`config.mk`:
```
export PLATFORM = sky130hd
export DESIGN_NAME = pc_sequencer
export DESIGN_NICKNAME = d
export VERILOG_FILES = /design/src/rtl/pc_sequencer_pkg.sv /design/src/rtl/pc_sequencer_ras_stack.sv /design/src/rtl/pc_sequencer.sv
export SDC_FILE = /design/constraint.sdc
export NUM_CORES = 1
export LEC_CHECK = 0
export ABC_AREA = 1
export CORE_UTILIZATION = 54
export CTS_BUF_LIST = sky130_fd_sc_hd__clkbuf_4 sky130_fd_sc_hd__clkbuf_8
export DETAILED_ROUTE_END_ITERATION = 6
export PLACE_DENSITY = 0.74
export SYNTH_ARGS = -nofsm -noshare
export SYNTH_HDL_FRONTEND = slang
export SYNTH_SLANG_ARGS = --single-unit
```
`constraint.sdc`:
```
create_clock -name clk -period 8.7 [get_ports clk]
set_input_delay 1.74 -clock clk [delete_from_list [all_inputs] [get_ports clk]]
set_output_delay 1.74 -clock clk [all_outputs]
set_load 0.005 [all_outputs]
```
`src/rtl/pc_sequencer_pkg.sv`:
```
`default_nettype none
// ============================================================================
// Module      : pc_sequencer_pkg
// Description : Next-PC operation encodings and default sizing constants
//               shared by the PC sequencer and the control unit.
// Revision    : 1.0 - initial release
// ============================================================================
package pc_sequencer_pkg;

    typedef enum logic [2:0] {
        PC_HOLD   = 3'd0,
        PC_INC    = 3'd1,
        PC_JUMP   = 3'd2,
        PC_BRANCH = 3'd3,
        PC_CALL   = 3'd4,
        PC_RET    = 3'd5
    } pc_op_e;

    localparam int c_default_width    = 16;
    localparam int c_default_inc_step = 1;

endpackage
`default_nettype wire

```
`src/rtl/pc_sequencer_ras_stack.sv`:
```
`default_nettype none
// ============================================================================
// Module      : ras_stack
// Description : Return-address LIFO with registered occupancy and
//               full/empty status; one push or one pop per cycle.
// Revision    : 1.0 - initial release
// ============================================================================
module ras_stack #(
    parameter int WIDTH = 16,
    parameter int DEPTH = 8
) (
    input  logic                       clk,
    input  logic                       reset,
    input  logic                       push,
    input  logic                       pop,
    input  logic [WIDTH-1:0]           push_data,
    output logic [WIDTH-1:0]           top,
    output logic [$clog2(DEPTH+1)-1:0] depth,
    output logic                       full,
    output logic                       empty
);

    localparam int c_dw = $clog2(DEPTH + 1);
    localparam int c_aw = (DEPTH > 1) ? $clog2(DEPTH) : 1;

    logic [WIDTH-1:0] r_mem [DEPTH];
    logic [c_dw-1:0]  r_depth;
    logic [c_aw-1:0]  w_wr_idx;
    logic [c_aw-1:0]  w_rd_idx;
    logic             w_do_push;
    logic             w_do_pop;

    assign full      = (r_depth == c_dw'(DEPTH));
    assign empty     = (r_depth == '0);
    assign w_do_push = push && !full;
    assign w_do_pop  = pop && !empty && !push;
    assign w_wr_idx  = c_aw'(r_depth);
    assign w_rd_idx  = c_aw'(r_depth - c_dw'(1));
    assign top       = r_mem[w_rd_idx];
    assign depth     = r_depth;

    always_ff @(posedge clk) begin
        if (reset) begin
            r_depth <= '0;
        end else if (w_do_push) begin
            r_depth <= r_depth + c_dw'(1);
        end else if (w_do_pop) begin
            r_depth <= r_depth - c_dw'(1);
        end
    end

    // Contents are don't-care after reset, so storage carries no reset.
    always_ff @(posedge clk) begin
        if (w_do_push) begin
            r_mem[w_wr_idx] <= push_data;
        end
    end

endmodule
`default_nettype wire

```
`src/rtl/pc_sequencer.sv`:
```
`default_nettype none
// ============================================================================
// Module      : pc_sequencer
// Description : Registered program counter with hold/inc/jump/branch and
//               call/return through a return-address stack, plus sticky
//               overflow/underflow flags.
// Revision    : 1.0 - initial release
// ============================================================================
module pc_sequencer
    import pc_sequencer_pkg::*;
#(
    parameter int WIDTH        = c_default_width,
    parameter int INC_STEP     = c_default_inc_step,
    parameter int DEPTH        = 8,
    parameter int OFFSET_W     = 8,
    parameter int RESET_VECTOR = 0
) (
    input  logic                       clk,
    input  logic                       reset,
    input  logic [2:0]                 pc_op,
    input  logic [WIDTH-1:0]           pc_target,
    input  logic [OFFSET_W-1:0]        pc_offset,
    input  logic                       err_clear,
    output logic [WIDTH-1:0]           pc_out,
    output logic [$clog2(DEPTH+1)-1:0] stack_depth,
    output logic                       stack_full,
    output logic                       stack_empty,
    output logic                       stack_overflow,
    output logic                       stack_underflow
);

    localparam logic [WIDTH-1:0] c_inc_step  = WIDTH'(INC_STEP);
    localparam logic [WIDTH-1:0] c_reset_vec = WIDTH'(RESET_VECTOR);

    logic [WIDTH-1:0] r_pc;
    logic             r_overflow;
    logic             r_underflow;

    logic [WIDTH-1:0] w_pc_next;
    logic [WIDTH-1:0] w_ret_addr;
    logic [WIDTH-1:0] w_branch_pc;
    logic [WIDTH-1:0] w_ras_top;
    logic             w_push;
    logic             w_pop;
    logic             w_ovf_set;
    logic             w_unf_set;

    // Return address is taken from the PC before this cycle's update.
    assign w_ret_addr  = r_pc + c_inc_step;
    assign w_branch_pc = r_pc + WIDTH'($signed(pc_offset));

    always_comb begin
        w_pc_next = r_pc;
        w_push    = 1'b0;
        w_pop     = 1'b0;
        w_ovf_set = 1'b0;
        w_unf_set = 1'b0;
        case (pc_op)
            PC_INC:    w_pc_next = r_pc + c_inc_step;
            PC_JUMP:   w_pc_next = pc_target;
            PC_BRANCH: w_pc_next = w_branch_pc;
            PC_CALL: begin
                if (stack_full) begin
                    w_ovf_set = 1'b1;
                end else begin
                    w_push    = 1'b1;
                    w_pc_next = pc_target;
                end
            end
            PC_RET: begin
                if (stack_empty) begin
                    w_unf_set = 1'b1;
                end else begin
                    w_pop     = 1'b1;
                    w_pc_next = w_ras_top;
                end
            end
            default: w_pc_next = r_pc;
        endcase
    end

    always_ff @(posedge clk) begin
        if (reset) begin
            r_pc        <= c_reset_vec;
            r_overflow  <= 1'b0;
            r_underflow <= 1'b0;
        end else begin
            r_pc        <= w_pc_next;
            // A new error in the clearing cycle keeps the flag set.
            r_overflow  <= w_ovf_set | (r_overflow & ~err_clear);
            r_underflow <= w_unf_set | (r_underflow & ~err_clear);
        end
    end

    ras_stack #(
        .WIDTH (WIDTH),
        .DEPTH (DEPTH)
    ) u_ras (
        .clk       (clk),
        .reset     (reset),
        .push      (w_push),
        .pop       (w_pop),
        .push_data (w_ret_addr),
        .top       (w_ras_top),
        .depth     (stack_depth),
        .full      (stack_full),
        .empty     (stack_empty)
    );

    assign pc_out          = r_pc;
    assign stack_overflow  = r_overflow;
    assign stack_underflow = r_underflow;

endmodule
`default_nettype wire

```
# == Yosys cells after proc, flatten, opt, wreduce, memory -nomap -nowiden ==
# Memory sizes are Yosys's and may differ from the RTL's.
# Cells that the tools add are included.
# op_classes
n_eq_ne,8
n_reduce_logical,10
bitwise,5
addsub,4
mux,15
# op_table
operator,count
$pmux 16 s5,1
$mux 16,2
$add 16x1->16 const B,1
$add 16x16->16,1
$mux 1,10
$mux 4,2
$eq 3x2->1 const B,2
$eq 3x3->1 const B,2
$reduce_bool 5->1,1
$add 4x1->4 const B,1
$eq 4x4->1 const B,1
$logic_not 4->1,1
$ne 2x2->1 const B,2
$sub 4x1->4 const B,1
$eq 3x1->1 const B,1
$logic_and 1x1->1,3
$logic_not 1->1,3
$reduce_and 3->1,1
$and 1x1->1,2
$or 1x1->1,2
$reduce_bool 2->1,1
$not 1->1,1
# word_totals
out_inout_bits,24
ff_bits,22
elab_cells,47
ramBits,128
in_bits,30
mem_count,1
# mem_list
memory,words,width,rd,rd_clocked_by_memory_dff,write_ports,line_no,text
u_ras.r_mem,8,16,1,0,1,pc_sequencer_ras_stack.sv:26,logic [WIDTH-1:0] r_mem [DEPTH];

# == Longest topological paths before layout ==
# Gate-level depths: netlist of run 1.
# depth
ltp_word,7
depth_mapped,15
mapped_depth_nobuf,14

# == Hierarchy ==
# Synthesis of run 1 repeated with hierarchy kept, for this count alone.
# unflattened
hier_cells,892
hier_area_um2,7830.0
# modules_own_cells
module,instances,area_per_inst_um2,cells_per_inst
ras_stack,1,5435.2,456
pc_sequencer,1,2394.8,436

# == Least setup slack after synthesis of run 1 ==
# No wires, ideal clock.
# synth_path
kind,input to register
startpoint,input port pc_op[2]
endpoint,"memory u_ras.r_mem[1][0], enable pin"
setup_slack_ns,4.863
stages,6
arrival_ns,3.428
path_cell_list,inv_1 > nor2_2 > nand2_1 > nor2_4 > nand2_1 > nor3_1
# synth_via
elab_chain_len,5
# synth_lines
item,line_no,text
start: declaration,pc_sequencer.sv:20,"input logic [2:0] pc_op,"
$eq 3x3->1,pc_sequencer.sv:58,case (pc_op)
$mux 1,pc_sequencer.sv:58,
$logic_and 1x1->1,pc_sequencer_ras_stack.sv:35,assign w_do_push = push && !full;
$mux 1,pc_sequencer_ras_stack.sv:54,if (w_do_push) begin
$mux 1 (implied by the code),pc_sequencer_ras_stack.sv:55,r_mem[w_wr_idx] <= push_data;
end: declaration,pc_sequencer_ras_stack.sv:26,
# Every way passes these cells.

# == Worst setup path in the final report of run 1 ==
# layout_path
startpoint,"register u_ras.r_depth[0], in the netlist u_ras.depth[0]"
endpoint,output port stack_full
# layout_via
elab_chain_len,1
# layout_lines
item,line_no,text
start: declaration,pc_sequencer_ras_stack.sv:27,logic [c_dw-1:0] r_depth;
start signal: assignment,pc_sequencer_ras_stack.sv:46,r_depth <= r_depth + c_dw'(1);
start signal: assignment,pc_sequencer_ras_stack.sv:48,r_depth <= r_depth - c_dw'(1);
$eq 4x4->1,pc_sequencer_ras_stack.sv:33,assign full = (r_depth == c_dw'(DEPTH));
end: declaration,pc_sequencer.sv:26,"output logic stack_full,"
# Every way passes these cells.

==> results of run 1 <==
==> power breakdown <==
part	leakage, uW	internal, uW	switching [uW]
clock	0.000199	241	264
sequential	0.00135	807	20.5
combinational	0.00164	111	202
==> worst min-delay path by stage <==
stage,endpoint,slack [ns]
final,stack_overflow,0.47
after global routing,stack_overflow,0.52
after CTS,stack_overflow,0.47
after detailed placement,stack_overflow,0.46
after global placement,stack_overflow,0.46
after floorplan,stack_overflow,0.45
==> cell families after synthesis <==
kind of cell	Yosys count	synth area share, %
AOI/OAI and AO/OA	170	13.3
xor gates and xnor gates	12	1.50
adders and majority gates	19	3.26
buffers and inverters	102	5.92
DFF	150	56.9
and+or+nand+nor	343	19.2
==> layer usage <==
metal | track usage (%) | wire length (um) | vias up
met2 | 45.6 | 9210 | 265
met5 | 0 | 0 | -
met4 | 11.5 | 450 | 0
li1 | - | - | 2865
met1 | 37.9 | 8230 | 2862
met3 | 4.85 | 1310 | 39
==> state kept, by name, summed over array words and instances (netlist names) <==
name             flops
u_ras.r_mem        128
pc_out              16
u_ras.depth          4
stack_overflow       1
stack_underflow      1
==> layout make-up <==
type	instances	area share [%]
multi-input combinational	544	32.7
clock inverter	13	1.43
timing repair buffer	64	7.15
clock buffer	19	2.98
tap	176	2.57
sequential	150	50.0
inverter	71	3.14
==> placed cells by master (no fill, tap or decap), drive strengths merged, types with 2 or more instances in the layout <==
cell	Yosys	routed
o22ai	8	8
a31oi	4	4
buf	17	11
a221oi	2	2
nor3	8	8
and2	2	2
nand2	137	137
xnor2	4	4
nand3b	5	5
nand3	45	45
a21boi	3	3
nor2	137	137
ha	18	18
edfxtp	128	128
o221ai	5	5
a21oi	32	32
o211ai	28	28
o21ai	85	85
clkbuf	14	19
xor2	8	8
clkdlybuf4s50	0	53
clkinv	5	12
nand4	5	5
dfxtp	22	22
inv	66	71
or2	4	4
==> critical path, stage by stage, from the launching register on <==
cell and delay (ns):
sky130_fd_sc_hd__dfxtp_2 0.32, sky130_fd_sc_hd__buf_4 0.32, sky130_fd_sc_hd__inv_2 0.88, sky130_fd_sc_hd__ha_1 0.39, sky130_fd_sc_hd__nand2_1 0.09, sky130_fd_sc_hd__nor2_2 0.21, sky130_fd_sc_hd__clkdlybuf4s50_1 0.56
==> stage by stage <==
step	setup WS, ns	total power [uW]	instances
finish	3.70	1650	1037
global route	3.52	1720	1037
CTS	3.73	1650	1037
detailed placement	4.22	1150	1005
global placement	4.25	1140	1005
floorplan	4.86	1050	796
==> qor.log, run 1 <==
[critical_path] startpoint class of the critical path flip-flop
[floorplan] top-level port count 54
[timing] final worst path period share 57.5%
[routing] DRT Wirelength 19.2 mm
[timing] Final Setup Violations 0
[grt] maximum number of pins on one net before global-route repair 70
[cells_and_area] combined flip-flop and latch cell area 0.00429 sq mm
[synthesis] ranking of synthesized cells by area sky130_fd_sc_hd__edfxtp_1 (51%), sky130_fd_sc_hd__nand2_1 (6.7%), sky130_fd_sc_hd__nor2_1 (6.4%)
[floorplan] floorplan die width 120 um
[timing] Clock Skews 0.0120 ns
[clock_tree] Post-CTS Hold Buffers 0
[clock_tree] CTS clk-pin slew, worst paths 0.09 ns
[timing] Tightest Pin Transition 1.10 ns
[routing] DRC errors left 0
[grt] number of antenna violations at the first check in global routing 0
[routing] Routed Antenna Nets 0
[timing] Hold Vio Cnt, Final 0
[synthesis] portion of the post-synthesis area used by sequential elements 56.9%
[timing] WHS 0.471 ns
[cells_and_area] proportion of layout cells with a drive suffix above 1 8.71%
[floorplan] number of placement rows 42
[critical_path] end point of the critical path stack_full
[clock_tree] post-CTS setup buffer count 0
[critical_path] Crit Path Category flip-flop to primary output
[clock_tree] maximum buffer depth of the clock tree 2
[synthesis] Post-synth top flop sky130_fd_sc_hd__edfxtp_1
[timing] tightest slew margin relative to the limit 26.6%
[synthesis] cell taking the most area after synthesis sky130_fd_sc_hd__edfxtp_1
[cells_and_area] cell area after layout 0.00857 sq mm
[critical_path] maximum fanout along the worst path 69
[floorplan] die area 0.0144 sq mm
[critical_path] r2r endpoint pc_out[15]
[floorplan] height of the chip 120 um
[timing] Setup TNS 0 ns
[cells_and_area] core utilization of the finished layout 63.9%
[cells_and_area] final net count 897
[cells_and_area] Fillers 1099
[worst_hold_path] startpoint of the worst hold path stack_overflow
[synthesis] total of flip-flops plus latches after synthesis 150
[timing] pins over their slew limit 0
[floorplan] Core Footprint 0.0134 sq mm
[synthesis] count of unique library cells instantiated by Yosys 43
[clock_tree] Root Buffer sky130_fd_sc_hd__clkbuf_8
[critical_path] worst reg2reg path startpoint u_ras.depth[0]
[clock_tree] clock sink total 150
[run_status] outcome complete, no violations
[synthesis] most frequent cell after synthesis sky130_fd_sc_hd__nand2_1
[timing] Fmax 0.200 GHz
[critical_path] Critical Path AT 3.26 ns
[grt] total global routing overflow 0
[pwr] maximum ir drop on the vdd rail 0.0939 mV
[timing] Final min period 5.00 ns
[worst_hold_path] worst min path class flip-flop to flip-flop
[clock_tree] Clock H-tree levels 4
[synthesis] Synth Area per Inst 9.46 sq um
[cells_and_area] area delta synth->final 13.8%
[routing] average wire length per cell after detail routing 18.5 um
[synthesis] Synth async-reset ratio 0%
[placed_design] post-detailed-placement cell area 0.00819 sq mm
[grt] wire length of the first global-routing pass 30.6 mm
[synthesis] Syn Nets 845
[critical_path] cell count of the worst reg-to-reg path 14
[grt] number of global-route vias before repair 5897
[cells_and_area] diode count 0
[critical_path] launch point of the critical path u_ras.depth[0]
[routing] Detailed Route Iter0 Violations 839
[routing] via count of the routed design 6031
[clock_tree] CTS tree done
[routing] mean number of vias per cell 5.82
[placed_design] Port Buffer Count 53
[placed_design] detailed placer's ending HPWL 13.0 mm
[pwr] leakage power figure 0.00319 uW
[timing] setup repair after global routing missed its margin no
[floorplan] starting density of the core 56.2%
[cells_and_area] multi-input gate area in the final layout 0.00280 sq mm
[synthesis] most frequent cells after synthesis sky130_fd_sc_hd__nand2_1 (135), sky130_fd_sc_hd__edfxtp_1 (128), sky130_fd_sc_hd__nor2_1 (128), sky130_fd_sc_hd__o21ai_0 (72), sky130_fd_sc_hd__inv_1 (55)
[critical_path] sort of element at the end of the critical path primary output
[synthesis] top-area cell type share of the netlist area 51.1%
[critical_path] data required time at the worst endpoint 6.96 ns
[placed_design] Placer Congestion 0.854
[worst_hold_path] Hold Path Depth 2
[clock_tree] Num CTS Buffers 17
[clock_tree] number of instances resized during post-cts repair 0
[grt] total global-route track usage 28.3%
[synthesis] Syn Inst Count 796
[run] number of max-cap violations 0
[pwr] ratio of total power to cell area 192 mW/mm^2
[critical_path] minimum setup slack among reg-to-reg paths 4.92 ns
[routing] detailed-routing iteration count for the pre-antenna-repair pass 5
[synthesis] number of flops mapped to enable cells by yosys 128
[clock_tree] later-pin clock latency in the skew report 0.44 ns
[synthesis] number of warnings issued by yosys 0
[synthesis] area of the mapped netlist 0.00753 sq mm
Power figures use the tool's default switching activity.
==> run 2, diff against run 1 <==
- clock period: 8.7 -> 4.7 ns (I/O delays scaled with it)
==> run 2 against run 1 <==
Net effect: critical path depth is 1 lower; clock skew is 0.00064 ns lower; via count is 0.95% higher; die area stayed put; combinational power is 85% higher; clock power is 110% higher; power is 93% higher; register-to-register slack worse by 3.5 ns.
==> qor.log, run 2 (synthesized netlist as in run 1, its figures left out) <==
[run_status] outcome complete, no violations
[cells_and_area] most frequent standard cell in the layout excluding fill and tap cells sky130_fd_sc_hd__nand2_1
[critical_path] data required time at the worst endpoint 3.76 ns
[pwr] ratio of total power to cell area 368 mW/mm^2
[timing] Clock Skews 0.0114 ns
[clock_tree] post-CTS setup buffer count 0
[run] number of max-cap violations 0
[floorplan] floorplan die width 120 um
[timing] Final Setup Violations 0
[pwr] power consumption 3180 uW
[clock_tree] maximum buffer depth of the clock tree 2
[pwr] net switching component of the power 894 uW
[cells_and_area] final net count 899
[floorplan] die area 0.0144 sq mm
[cells_and_area] flip-flop count of the largest register after layout 128
[pwr] combinational fraction of design power 18.3%
[grt] maximum number of pins on one net before global-route repair 69
[grt] wire length of the first global-routing pass 31.0 mm
[clock_tree] Root Buffer sky130_fd_sc_hd__clkbuf_8
[timing] final worst path period share 70.9%
[clock_tree] CTS clk-pin slew, worst paths 0.08 ns
[clock_tree] Post-CTS Hold Buffers 0
[floorplan] height of the chip 120 um
[timing] Fmax 0.300 GHz
[timing] setup repair after global routing missed its margin no
[worst_hold_path] worst min path class flip-flop to flip-flop
[cells_and_area] cell area after layout 0.00863 sq mm
[critical_path] cell chain of the critical path inv_2 -> ha_1 -> nand3_1 -> inv_1 -> clkdlybuf4s50_1
[routing] DRT Wirelength 19.9 mm
[routing] DRC errors left 0
[timing] Tightest Pin Transition 0.826 ns
[clock_tree] number of instances resized during post-cts repair 0
[routing] average wire length per cell after detail routing 19.2 um
[pwr] leakage power figure 0.00321 uW
[timing] Hold Vio Cnt, Final 0
[critical_path] maximum fanout along the worst path 43
[cells_and_area] Fillers 1111
[routing] via count of the routed design 6088
[routing] Detailed Route Iter0 Violations 802
[pwr] switching share of total power 28.2%
[routing] detailed-routing iteration count for the pre-antenna-repair pass 6
[critical_path] Crit Path Category flip-flop to primary output
[cells_and_area] register containing the most flip-flops in the final layout u_ras.r_mem
[floorplan] Core Footprint 0.0134 sq mm
[pwr] Pint 2280 uW
[critical_path] sort of element at the end of the critical path primary output
[cells_and_area] number of standard cells in the layout, taps in and fillers out 1039
[pwr] Clk network pwr share 33.2%
[cells_and_area] area delta synth->final 14.6%
[cells_and_area] proportion of layout cells with a drive suffix above 1 8.46%
[pwr] part of the total power dissipated in sequential elements 48.5%
[clock_tree] Clock H-tree levels 4
[floorplan] top-level port count 54
[timing] pins over their slew limit 0
[clock_tree] Num CTS Buffers 17
[grt] total global routing overflow 0
[critical_path] Critical Path AT 2.39 ns
[routing] mean number of vias per cell 5.86
[clock_tree] later-pin clock latency in the skew report 0.44 ns
[timing] Setup TNS 0 ns
[floorplan] starting density of the core 56.2%
[clock_tree] clock sink total 150
[cells_and_area] most used cells in the layout excluding fill and tap cells sky130_fd_sc_hd__nand2_1 (135), sky130_fd_sc_hd__nor2_1 (128), sky130_fd_sc_hd__edfxtp_1 (128)
[timing] WHS 0.474 ns
[timing] tightest slew margin relative to the limit 45.0%
[critical_path] Worst path max stage delay 0.83 ns
[placed_design] Port Buffer Count 53
[critical_path] slowest cell on the critical path sky130_fd_sc_hd__dfxtp_2
[placed_design] placed cell count 1007
[timing] Final min period 3.33 ns
[placed_design] Placer Congestion 0.933
[pwr] maximum ir drop on the vdd rail 0.180 mV
[grt] total global-route track usage 28.9%
[clock_tree] CTS tree done
[critical_path] startpoint class of the critical path flip-flop
[placed_design] detailed placer's ending HPWL 13.6 mm
[placed_design] post-detailed-placement cell area 0.00821 sq mm
[grt] number of global-route vias before repair 5819
[routing] Routed Antenna Nets 0
[grt] number of antenna violations at the first check in global routing 0
[floorplan] number of placement rows 42
[cells_and_area] diode count 0
## run 2: cell type report
type / instances / area [sq um] / share of cell area [%]
multi-input combinational: 544 / 2800 / 32.5
sequential: 150 / 4290 / 49.7
clock inverter: 14 / 181 / 2.10
timing repair buffer: 66 / 628 / 7.28
inverter: 71 / 269 / 3.12
tap: 176 / 220 / 2.55
clock buffer: 18 / 241 / 2.80
## run 2: per-layer routing
| layer | up-vias | GRT usage, % | part of all wire (%) |
|---|---|---|---|
| met5 | - | 0 | 0 |
| met4 | 0 | 9.30 | 1.9 |
| met3 | 33 | 4.61 | 7.3 |
| met2 | 304 | 47.4 | 49 |
| met1 | 2889 | 39.2 | 42 |
| li1 | 2862 | - | - |
## run 2: path summary, 6_finish.rpt
path,startpoint,endpoint,slack [ns],cells past startpoint
max,u_ras.depth[0],stack_empty,1.37,5
min,stack_overflow,stack_overflow,0.47,2
min reg2reg,stack_overflow,stack_overflow,0.47,2
max reg2reg,u_ras.depth[0],pc_out[10],1.47,11
## run 2: worst max-delay path, delay by kind of cell, from the launching register on
| kind | cells | cell delay [ns] |
|---|---|---|
| flops | 1 | 0.83 |
| buf+inv | 3 | 0.69 |
| fa+ha+maj | 1 | 0.29 |
| simple gates | 1 | 0.14 |
## run 2: power groups by stage
stage | Combinational, uW | Sequential [uW] | Clock, uW
final | 580 | 1540 | 1050
after global routing | 637 | 1550 | 1110
after CTS | 574 | 1540 | 1060
after detailed placement | 570 | 1570 | 0
after global placement | 554 | 1570 | 0
after floorplan | 387 | 1550 | 0
## run 2: stage by stage
stage | worst slack (ns) | util [%]
floorplan | 1.66 | -
global placement | 1.47 | 61.2
detailed placement | 1.39 | 61.2
CTS | 1.34 | 64.4
global route | 1.22 | 64.4
finish | 1.37 | 64.4
==> run 3, diff against run 2 <==
- clock period: 4.7 -> 3.1 ns (I/O delays scaled with it)
==> run 3 against run 2 <==
Net effect: via count rose by 0.53%; first-iteration DRC count shrank 2.1%; critical path depth did not move; utilization rose by 0.44 points; setup slack worse by 1.1 ns; wire length is 1.2% lower; sequential share of layout area fell by 0.34 points; non-clock buffer count is 9 higher; final cell count rose by 0.87%; clock skew grew 0.0042 ns.
==> qor.log, run 3 (synthesized netlist as in run 1, its figures left out) <==
[routing] Detailed Route Iter0 Violations 785
[clock_tree] CTS clk-pin slew, worst paths 0.09 ns
[timing] Hold Vio Cnt, Final 0
[grt] wire length of the first global-routing pass 31.0 mm
[floorplan] number of placement rows 42
[floorplan] starting density of the core 56.2%
[clock_tree] Root Buffer sky130_fd_sc_hd__clkbuf_8
[clock_tree] Num CTS Buffers 17
[timing] tightest slew margin relative to the limit 50.3%
[clock_tree] maximum buffer depth of the clock tree 2
[clock_tree] number of instances resized during post-cts repair 0
[timing] Final min period 2.82 ns
[clock_tree] clock sink total 150
[floorplan] top-level port count 54
[cells_and_area] most used cells in the layout excluding fill and tap cells sky130_fd_sc_hd__nand2_1 (135), sky130_fd_sc_hd__nor2_1 (128), sky130_fd_sc_hd__edfxtp_1 (128)
[critical_path] startpoint class of the critical path flip-flop
[timing] Final Setup Violations 0
[critical_path] Crit Path Category flip-flop to primary output
[grt] number of global-route vias before repair 6010
[floorplan] height of the chip 120 um
[pwr] maximum ir drop on the vdd rail 0.263 mV
[run] number of max-cap violations 0
[placed_design] detailed placer's ending HPWL 13.3 mm
[grt] total global routing overflow 0
[grt] total global-route track usage 28.6%
[worst_hold_path] Hold Path Depth 2
[clock_tree] post-CTS setup buffer count 0
[cells_and_area] area delta synth->final 15.4%
[timing] pins over their slew limit 0
[cells_and_area] core utilization of the finished layout 64.8%
[cells_and_area] diode count 0
[routing] DRT Wirelength 19.7 mm
[critical_path] sort of element at the end of the critical path primary output
[pwr] leakage power figure 0.00325 uW
[clock_tree] later-pin clock latency in the skew report 0.45 ns
[timing] setup repair after global routing missed its margin no
[routing] DRC errors left 0
[cells_and_area] Fillers 1109
[critical_path] data required time at the worst endpoint 2.48 ns
[floorplan] floorplan die width 120 um
[routing] via count of the routed design 6120
[critical_path] cell count of the worst reg-to-reg path 12
[cells_and_area] flip-flop count of the largest register after layout 128
[run_status] outcome complete, no violations
[placed_design] Port Buffer Count 53
[routing] average wire length per cell after detail routing 18.8 um
[placed_design] Placer Congestion 0.893
[clock_tree] Post-CTS Hold Buffers 0
[worst_hold_path] worst min path class flip-flop to flip-flop
[timing] Clock Skews 0.0156 ns
[clock_tree] Clock H-tree levels 4
[critical_path] maximum fanout along the worst path 6
[cells_and_area] final net count 908
[grt] number of antenna violations at the first check in global routing 0
[floorplan] Core Footprint 0.0134 sq mm
[routing] Routed Antenna Nets 0
[grt] maximum number of pins on one net before global-route repair 69
[clock_tree] CTS tree done
[timing] final worst path period share 91.1%
[floorplan] die area 0.0144 sq mm
[cells_and_area] proportion of layout cells with a drive suffix above 1 9.75%
[cells_and_area] most frequent standard cell in the layout excluding fill and tap cells sky130_fd_sc_hd__nand2_1
[pwr] ratio of total power to cell area 547 mW/mm^2
[cells_and_area] register containing the most flip-flops in the final layout u_ras.r_mem
[timing] Tightest Pin Transition 0.743 ns
[timing] Fmax 0.354 GHz
[routing] detailed-routing iteration count for the pre-antenna-repair pass 6
[critical_path] Critical Path AT 2.20 ns
[timing] Setup TNS 0 ns
[routing] mean number of vias per cell 5.84
==> run 3: layout make-up <==
type | count | area [sq um] | area share (%)
flip-flops and latches | 150 | 4290 | 49.3
multi-input cells | 544 | 2800 | 32.3
repair buffers | 75 | 708 | 8.15
inverters | 71 | 269 | 3.10
clock buffers | 17 | 234 | 2.69
well taps | 176 | 220 | 2.53
clock inverters | 15 | 168 | 1.93
==> run 3: critical path, cell delays in order (launching register included) <==
cell                              delay [ns]
sky130_fd_sc_hd__dfxtp_1                0.39
sky130_fd_sc_hd__inv_1                  0.15
sky130_fd_sc_hd__ha_1                   0.29
sky130_fd_sc_hd__nand2_1                0.11
sky130_fd_sc_hd__nor2_2                 0.24
sky130_fd_sc_hd__clkdlybuf4s50_1        0.57
==> run 3: path summary, 6_finish.rpt <==
kind                  start             end  slack, ns
min reg2reg  stack_overflow  stack_overflow       0.48
max          u_ras.depth[1]      stack_full       0.28
max reg2reg  u_ras.depth[1]      pc_out[15]       0.66
min          stack_overflow  stack_overflow       0.48
==> run 3: per-stage QoR <==
stage	std cells	hold WS [ns]	power (uW)	cell area, sq um	setup WS (ns)
6_report	1048	0.482	4760	8690	0.277
5_1_grt	1048	0.513	4950	8690	0.200
3_3_place_gp	1016	0.457	3230	8290	0.355
4_1_cts	1048	0.480	4750	8690	0.309
2_1_floorplan	796	0.454	2940	7530	0.0779
3_5_place_dp	1016	0.466	3260	8290	0.301
==> run 3: per-layer routing <==
metal,global-route usage [%],wire [um],vias to the layer above
li1,-,-,2888
met1,38.4,8360,2921
met2,46.9,9520,281
met3,5.85,1470,30
met4,8.36,348,0
met5,0,0,-
==> run 3: report_power, final <==
group          switching, uW  internal, uW
Sequential              58.0          2270
Clock                    790           736
Combinational            578           329
Total                   1430          3330
